$ cat src/rtl/uart_boot_loader.sv
// UART program loader: receives a length-prefixed, checksummed image over 8N1 serial,
// writes it word by word into BRAM port A and releases the core once the image verifies.
module uart_boot_loader #(
    parameter int CLKS_PER_BIT = 868,
    parameter int MAX_WORDS    = 4096
) (
    input  logic        clk,
    input  logic        rst,
    input  logic        uart_rx,
    output logic [3:0]  mem_we,
    output logic [31:0] mem_addr,
    output logic [31:0] mem_wdata,
    output logic        core_rst_n,
    output logic        load_done,
    output logic        load_error
);
    localparam int CW = $clog2(CLKS_PER_BIT) + 1;
    localparam logic [CW-1:0] HALF_BIT    = CW'(CLKS_PER_BIT / 2);
    localparam logic [CW-1:0] FULL_BIT_M1 = CW'(CLKS_PER_BIT - 1);
    localparam logic [CW-1:0] CNT_ZERO    = {CW{1'b0}};
    localparam logic [CW-1:0] CNT_ONE     = {{(CW-1){1'b0}}, 1'b1};

    typedef enum logic [1:0] {RX_IDLE, RX_START, RX_DATA, RX_STOP} rx_state_t;
    typedef enum logic [2:0] {LD_LEN, LD_DATA, LD_CSUM, LD_RUN, LD_ERR} ld_state_t;

    function automatic logic [7:0] csum_add(input logic [7:0] sum, input logic [7:0] data);
        csum_add = sum + data;
    endfunction

    rx_state_t       rx_state_r, rx_next_s;
    ld_state_t       ld_state_r, ld_next_s;
    logic            rx_meta_r, rx_sync_r, rx_prev_r;
    logic [CW-1:0]   rx_cnt_r;
    logic [2:0]      bit_idx_r;
    logic [7:0]      shift_r;
    logic            byte_valid_r, frame_err_r;
    logic [1:0]      byte_cnt_r;
    logic [31:0]     word_r, len_r, idx_r;
    logic [7:0]      csum_r;
    logic            fall_s, rx_tick_s;
    logic [31:0]     word_next_s;

    assign fall_s      = rx_prev_r & ~rx_sync_r;
    assign rx_tick_s   = (rx_cnt_r == CNT_ZERO);
    assign word_next_s = {shift_r, word_r[31:8]};

    // Two-flop synchronizer plus one delayed copy for falling-edge detection
    always_ff @(posedge clk) begin
        if (rst) begin
            rx_meta_r <= 1'b1;
            rx_sync_r <= 1'b1;
            rx_prev_r <= 1'b1;
        end else begin
            rx_meta_r <= uart_rx;
            rx_sync_r <= rx_meta_r;
            rx_prev_r <= rx_sync_r;
        end
    end

    // Receiver state register
    always_ff @(posedge clk) begin
        if (rst) rx_state_r <= RX_IDLE;
        else     rx_state_r <= rx_next_s;
    end

    // Receiver next-state logic
    always_comb begin
        rx_next_s = rx_state_r;
        case (rx_state_r)
            RX_IDLE:  if (fall_s) rx_next_s = RX_START; else rx_next_s = RX_IDLE;
            RX_START: begin
                if (rx_tick_s) rx_next_s = rx_sync_r ? RX_IDLE : RX_DATA;
                else           rx_next_s = RX_START;
            end
            RX_DATA:  if (rx_tick_s && bit_idx_r == 3'd7) rx_next_s = RX_STOP; else rx_next_s = RX_DATA;
            RX_STOP:  if (rx_tick_s) rx_next_s = RX_IDLE; else rx_next_s = RX_STOP;
            default:  rx_next_s = RX_IDLE;
        endcase
    end

    // Receiver bit timing, shift register and one-cycle byte/error pulses
    always_ff @(posedge clk) begin
        if (rst) begin
            rx_cnt_r     <= CNT_ZERO;
            bit_idx_r    <= 3'd0;
            shift_r      <= 8'h00;
            byte_valid_r <= 1'b0;
            frame_err_r  <= 1'b0;
        end else begin
            byte_valid_r <= 1'b0;
            frame_err_r  <= 1'b0;
            case (rx_state_r)
                RX_IDLE: begin
                    rx_cnt_r  <= HALF_BIT;
                    bit_idx_r <= 3'd0;
                end
                RX_START: rx_cnt_r <= rx_tick_s ? FULL_BIT_M1 : rx_cnt_r - CNT_ONE;
                RX_DATA: begin
                    if (rx_tick_s) begin
                        shift_r   <= {rx_sync_r, shift_r[7:1]};
                        bit_idx_r <= bit_idx_r + 3'd1;
                        rx_cnt_r  <= FULL_BIT_M1;
                    end else begin
                        rx_cnt_r <= rx_cnt_r - CNT_ONE;
                    end
                end
                RX_STOP: begin
                    if (rx_tick_s) begin
                        byte_valid_r <= rx_sync_r;
                        frame_err_r  <= ~rx_sync_r;
                    end else begin
                        rx_cnt_r <= rx_cnt_r - CNT_ONE;
                    end
                end
                default: rx_cnt_r <= CNT_ZERO;
            endcase
        end
    end

    // Loader state register
    always_ff @(posedge clk) begin
        if (rst) ld_state_r <= LD_LEN;
        else     ld_state_r <= ld_next_s;
    end

    // Loader next-state logic; RUN and ERR are terminal until reset
    always_comb begin
        ld_next_s = ld_state_r;
        case (ld_state_r)
            LD_LEN: begin
                if (frame_err_r) ld_next_s = LD_ERR;
                else if (byte_valid_r && byte_cnt_r == 2'd3) begin
                    if (word_next_s == 32'd0 || word_next_s > 32'(MAX_WORDS)) ld_next_s = LD_ERR;
                    else ld_next_s = LD_DATA;
                end else ld_next_s = LD_LEN;
            end
            LD_DATA: begin
                if (frame_err_r) ld_next_s = LD_ERR;
                else if (byte_valid_r && byte_cnt_r == 2'd3 && idx_r == len_r - 32'd1) ld_next_s = LD_CSUM;
                else ld_next_s = LD_DATA;
            end
            LD_CSUM: begin
                if (frame_err_r) ld_next_s = LD_ERR;
                else if (byte_valid_r) ld_next_s = (shift_r == csum_r) ? LD_RUN : LD_ERR;
                else ld_next_s = LD_CSUM;
            end
            LD_RUN:  ld_next_s = LD_RUN;
            LD_ERR:  ld_next_s = LD_ERR;
            default: ld_next_s = LD_ERR;
        endcase
    end

    // Loader datapath: word assembly, checksum, BRAM write port and status outputs
    always_ff @(posedge clk) begin
        if (rst) begin
            byte_cnt_r <= 2'd0;
            word_r     <= 32'd0;
            len_r      <= 32'd0;
            idx_r      <= 32'd0;
            csum_r     <= 8'h00;
            mem_we     <= 4'h0;
            mem_addr   <= 32'd0;
            mem_wdata  <= 32'd0;
            core_rst_n <= 1'b0;
            load_done  <= 1'b0;
            load_error <= 1'b0;
        end else begin
            mem_we     <= 4'h0;
            core_rst_n <= (ld_next_s == LD_RUN);
            load_done  <= (ld_next_s == LD_RUN);
            load_error <= (ld_next_s == LD_ERR);
            if (byte_valid_r && (ld_state_r == LD_LEN || ld_state_r == LD_DATA)) begin
                byte_cnt_r <= byte_cnt_r + 2'd1;
                word_r     <= word_next_s;
                if (ld_state_r == LD_LEN) begin
                    if (byte_cnt_r == 2'd3) begin
                        len_r  <= word_next_s;
                        idx_r  <= 32'd0;
                        csum_r <= 8'h00;
                    end
                end else begin
                    csum_r <= csum_add(csum_r, shift_r);
                    if (byte_cnt_r == 2'd3) begin
                        mem_we    <= 4'hF;
                        mem_addr  <= {idx_r[29:0], 2'b00};
                        mem_wdata <= word_next_s;
                        idx_r     <= idx_r + 32'd1;
                    end
                end
            end
        end
    end
endmodule
$ cat config.mk
export PLATFORM = sky130hd
export DESIGN_NAME = uart_boot_loader
export DESIGN_NICKNAME = d
export VERILOG_FILES = /design/src/rtl/uart_boot_loader.sv
export SDC_FILE = /design/constraint.sdc
export NUM_CORES = 1
export LEC_CHECK = 0
export CORE_MARGIN = 4
export CORE_UTILIZATION = 55
export DETAILED_ROUTE_END_ITERATION = 7
export DONT_BUFFER_PORTS = 1
export HOLD_SLACK_MARGIN = 0.12
export PLACE_DENSITY = 0.77
export SLEW_MARGIN = 10
export SYNTH_ARGS = -nofsm -noshare
export SYNTH_HDL_FRONTEND = slang
export SYNTH_SLANG_ARGS = --single-unit
$ cat constraint.sdc
create_clock -name clk -period 2.35 [get_ports clk]
set_input_delay 0.47 -clock clk [delete_from_list [all_inputs] [get_ports clk]]
set_output_delay 0.47 -clock clk [all_outputs]
set_load 0.01 [all_outputs]
## Word level (Yosys, flattened, before mapping)

Index checks and enable logic that the tools add are counted.

| word-level totals | value |
|---|---|
| register bits after elaboration | 206 |
| input bits | 3 |
| output and inout port bits | 71 |
| word-level logic and storage cells | 94 |

| cells by class | value |
|---|---|
| add/sub/neg operators | 6 |
| order comparisons | 1 |
| eq/ne operators | 15 |
| mux-type cells | 26 |
| bitwise gates (word level) | 6 |
| reduce and logical (&&, ||, !) cells | 20 |

Operators with widths:

| kind | count |
|---|---|
| $mux 32 | 3 |
| $pmux 11 s3 | 1 |
| $add 32x1->32 const B | 1 |
| $eq 32x32->1 | 1 |
| $gt 32x13->1 const B | 1 |
| $logic_not 32->1 | 1 |
| $sub 32x1->32 const B | 1 |
| $mux 3 | 8 |
| $mux 11 | 2 |
| $mux 8 | 2 |
| $pmux 3 s4 | 1 |
| $logic_not 11->1 | 1 |
| $sub 11x1->11 const B | 1 |
| $eq 3x2->1 const B | 3 |
| $add 8x8->8 | 1 |
| $eq 8x8->1 | 1 |
| $mux 2 | 4 |
| $pmux 2 s4 | 1 |
| $reduce_and 2->1 | 4 |
| $eq 2x2->1 const B | 3 |
| $eq 3x3->1 const B | 2 |
| $ne 2x2->1 const B | 3 |
| $pmux 3 s2 | 1 |
| $reduce_and 3->1 | 2 |
| other kinds (15) | 25 |

## Depth between registers and ports, before layout

| depth | value |
|---|---|
| depth after elaboration | 7 |
| mapped depth | 11 |
| depth with buffers taken out | 10 |

## Least setup slack after synthesis

Ideal clock, no wire load.

| timing path | value |
|---|---|
| kind | reg2reg |
| start | register len_r[3] |
| end | register ld_state_r[0] |
| library setup time | 132 ps |
| arrival time | 2457 ps |
| data required time | 2218 ps |
| path slack | -240 ps |
| stages on the path, launching flop included | 10 |
| path buffers | 1 |
| clock period less this slack | 2590 ps |
| path through | dfxtp_1 -> clkbuf_1 -> or4_4 -> nor4_2 -> nand3_1 -> mux2_2 -> a2111oi_1 -> nor4b_2 -> a311o_1 -> a21oi_1 |

| on the way | value |
|---|---|
| longest elaborated chain between the ends | 6 |

RTL lines:

| item | line | source |
|---|---|---|
| from (decl) | 38 | `logic [31:0] word_r, len_r, idx_r;` |
| from (signal assigned) | 177 | `len_r <= word_next_s;` |
| $sub 32x1->32 | 139 | `else if (byte_valid_r && byte_cnt_r == 2'd3 && idx_r == len_r - 32'd1) ld_next_s = LD_CSUM;` |
| $eq 32x32->1 | 139 |  |
| $logic_and 1x1->1 | 139 |  |
| $mux 2 | 139 |  |
| $mux 3 | 138 | `if (frame_err_r) ld_next_s = LD_ERR;` |
| $pmux 3 s4 | 129 | `case (ld_state_r)` |
| to (signal assigned) | 123 | `else ld_state_r <= ld_next_s;` |
| to (decl) | 31 | `ld_state_t ld_state_r, ld_next_s;` |

No other way between the ends.
A chain may end at the register's enable or synchronous reset.

## Worst setup path in the final report

| timing path | value |
|---|---|
| start | register len_r[22] |
| end | register ld_state_r[0] |

The elaborated chain is that of the path after synthesis.

==> metrics.txt <==
status complete, but fails checks; failing checks setup timing; P&R area growth vs syn 22.9%; Clk pin slew, worst setup/hold paths 0.08 ns; WHS 0.136 ns; Final Worst Setup Slack -0.253 ns; pre-CTS setup slack -0.335 ns; Sw Share 0.226; Critical Path, Cell by Cell or4_4 -> or3_4 -> o31a_1 -> a211o_1 -> a31oi_2 -> nor4_2 -> a311o_1 -> a21oi_1; Crit Path Class flop to flop; Synth Warn # 0; final period utilization 1.11; Cells after Synth 1,179; slowest stage delay, CP 0.54 ns; Clk pwr share 0.473; most frequent cells in the layout 308 x nand2_1, 187 x dfxtp_1, 163 x a21oi_1, 110 x buf_4, 67 x nor2_1; Synth Cell Area 0.00908 mm2; Vias/cell 5.87; Die H 137 um; crit end category flop; Port Buf Inserts 0; Fin. Hold Viols 0; total number of vias 8,777; GRT Util Overall 0.270; part of the Yosys area used for sequential elements 0.430; Placed Cells 1,419; Avg Inst Size Synth 7.70 um2; Post-Layout Cell Count 1,494; H-tree levels 4; first-pass GRT wire length 40,600 um; Worst Skew 0.00899 ns; # nets final 1,286; CP Max Fanout 3; first-pass iteration count of the detailed router 7; Worst Hold Class primary input to flop; Max-slew headroom 0.305; fmax 384 MHz; core footprint 0.0161 mm2; Netlist cell types 67; crit path time final 2.60 ns; part of the power in registers 0.519; WP data arrival 2.97 ns; power share of the combinational group 0.009; DRT iter0 DRCs 745; fin area 0.0112 mm2; largest net degree at the start of global routing 187; Routed WL 25,700 um; number of synthesized flops with an enable pin 0; Die Area 0.0186 mm2; diode count 0; VDD IR max 0.000518 V; Async SR Flop Fraction 0; root buf cell clkbuf_16; Worst-Margin Slew 1.04 ns; clock buffer depth 2; hpwl dp 16,600 um; row cnt 46; unrepaired setup endpoints after global routing yes; Area after DPL 0.00990 mm2; Clock Sinks 195; commonest non-fill, non-tap cell in the layout nand2_1; Int Pwr 4950 uW; Seq cells post-synth 195; number of global-route vias before repair 8,303; GP Congestion 0.896; # IOs 74; Die Wd 137 um; CTS tree done; DRC Markers 0; TritonCTS buffer count 17; Initial Util 0.566; share of cells above drive strength 1 0.167; slowest cell on the critical path or4_4; clock insertion delay at the later pin of the skew report 0.44 ns; wire per inst 17.2 um; max-cap violations 0; Startpoint Class flop; final slew viol count 0; dominant synthesized flop cell dfxtp_1; Final setup viols 3; switching power 1440 uW; initial antenna violation count 0; setup TNS -0.616 ns; Final ANT Viol Nets 0; PwrDens 573 mW/mm2; global route total overflow 0; Lkg Pwr 0.00425 uW; critical path required time 2.72 ns
[critical path, delay by kind of cell (launching register included)]
family / cells / cell delay [ns]
compound gates: 5 / 1.17
flops: 1 / 0.32
simple gates: 3 / 1.05
[flip-flops by register name, indices dropped and copies added (netlist names), 8 cells and up]
register   count
word_r        24
mem_addr      30
mem_wdata     32
len_r         32
idx_r         32
shift_r        8
csum_r         8
rx_cnt_r      11
[timing repair]
action                     4_1_cts  5_1_grt
resized for setup               13       40
hold endpoints to repair       126       18
setup endpoints to repair        6       51
hold buffers                    32        2
pin swaps                        8       16
cloned                           0        1
buffers inserted                 4        4
[layout make-up]
cell class | count | area, um2
multi-input cells | 883 | 5040
fillers | 1252 | 4900
flip-flops and latches | 195 | 3920
repair buffers | 149 | 1250
clock buffers | 17 | 425
well taps | 216 | 270
clock inverters | 15 | 184
inverters | 19 | 71.3
[layer usage]
layer  track usage  share of wire  routed length [um]  vias to the layer above
li1              -              -                   -                     4236
met3        0.0478          0.060                1550                       70
met2         0.454           0.50               12700                      326
met4         0.115          0.035                 890                        0
met5             0              0                   0                        -
met1         0.340           0.41               10500                     4145
[cells by family (layout without fill, tap and decap cells)]
| group | after synthesis | count (layout) | synth area share |
|---|---|---|---|
| and+or+nand+nor | 528 | 528 | 0.260 |
| AOI/OAI and AO/OA | 271 | 271 | 0.176 |
| DFF | 195 | 195 | 0.430 |
| buffers and inverters | 102 | 200 | 0.0457 |
| xor gates and xnor gates | 56 | 56 | 0.0540 |
| adders and majority gates | 18 | 18 | 0.0256 |
| muxes | 8 | 8 | 0.00923 |
| other | 1 | 2 | 0.000413 |
[synthesized netlist by cell type (5+ instances only)]
| cell type | n | area, um2 |
|---|---|---|
| nand3_1 | 20 | 100 |
| a311oi_1 | 9 | 78.8 |
| nor2_1 | 73 | 274 |
| nand2b_1 | 5 | 31.3 |
| nand2_1 | 313 | 1170 |
| or2_2 | 6 | 37.5 |
| a21oi_1 | 166 | 831 |
| buf_4 | 7 | 52.6 |
| a22oi_1 | 13 | 97.6 |
| a31oi_1 | 8 | 50.1 |
| xnor2_1 | 28 | 245 |
| o211ai_1 | 8 | 60.1 |
| mux2i_1 | 5 | 50.1 |
| or3_1 | 10 | 62.6 |
| and2_1 | 5 | 31.3 |
| nor4_1 | 25 | 156 |
| clkbuf_1 | 68 | 255 |
| nor3_1 | 27 | 135 |
| o21ai_0 | 24 | 120 |
| xor2_1 | 28 | 245 |
| nand4_1 | 7 | 43.8 |
| or4_1 | 6 | 45.0 |
| ha_1 | 17 | 213 |
| dfxtp_1 | 195 | 3900 |
| a211oi_1 | 5 | 37.5 |
| inv_1 | 19 | 71.3 |
| o31ai_1 | 5 | 37.5 |
[power groups by stage]
| stage | combinational, uW | clock (uW) | sequential (uW) |
|---|---|---|---|
| finish | 54.5 | 3020 | 3320 |
| detailed placement | 41.7 | 0 | 3390 |
| global route | 60.8 | 3190 | 3320 |
| floorplan | 78.8 | 0 | 3390 |
| global placement | 40.8 | 0 | 3390 |
| CTS | 42.3 | 3050 | 3320 |
[worst paths after layout]
path	start	endpoint	slack, ns	cells after the start
max reg2reg	len_r[22]	ld_state_r[0]	-0.25	8
max	len_r[22]	ld_state_r[0]	-0.25	8
min reg2reg	rx_meta_r	rx_sync_r	0.41	1
min	uart_rx	rx_meta_r	0.14	1
[through the flow]
stage	total power, uW	utilization
after global placement	3430	0.617
after global routing	6570	0.695
after floorplan	3470	-
after detailed placement	3440	0.617
after CTS	6410	0.681
final	6390	0.695
Power figures use the tool's default switching activity.
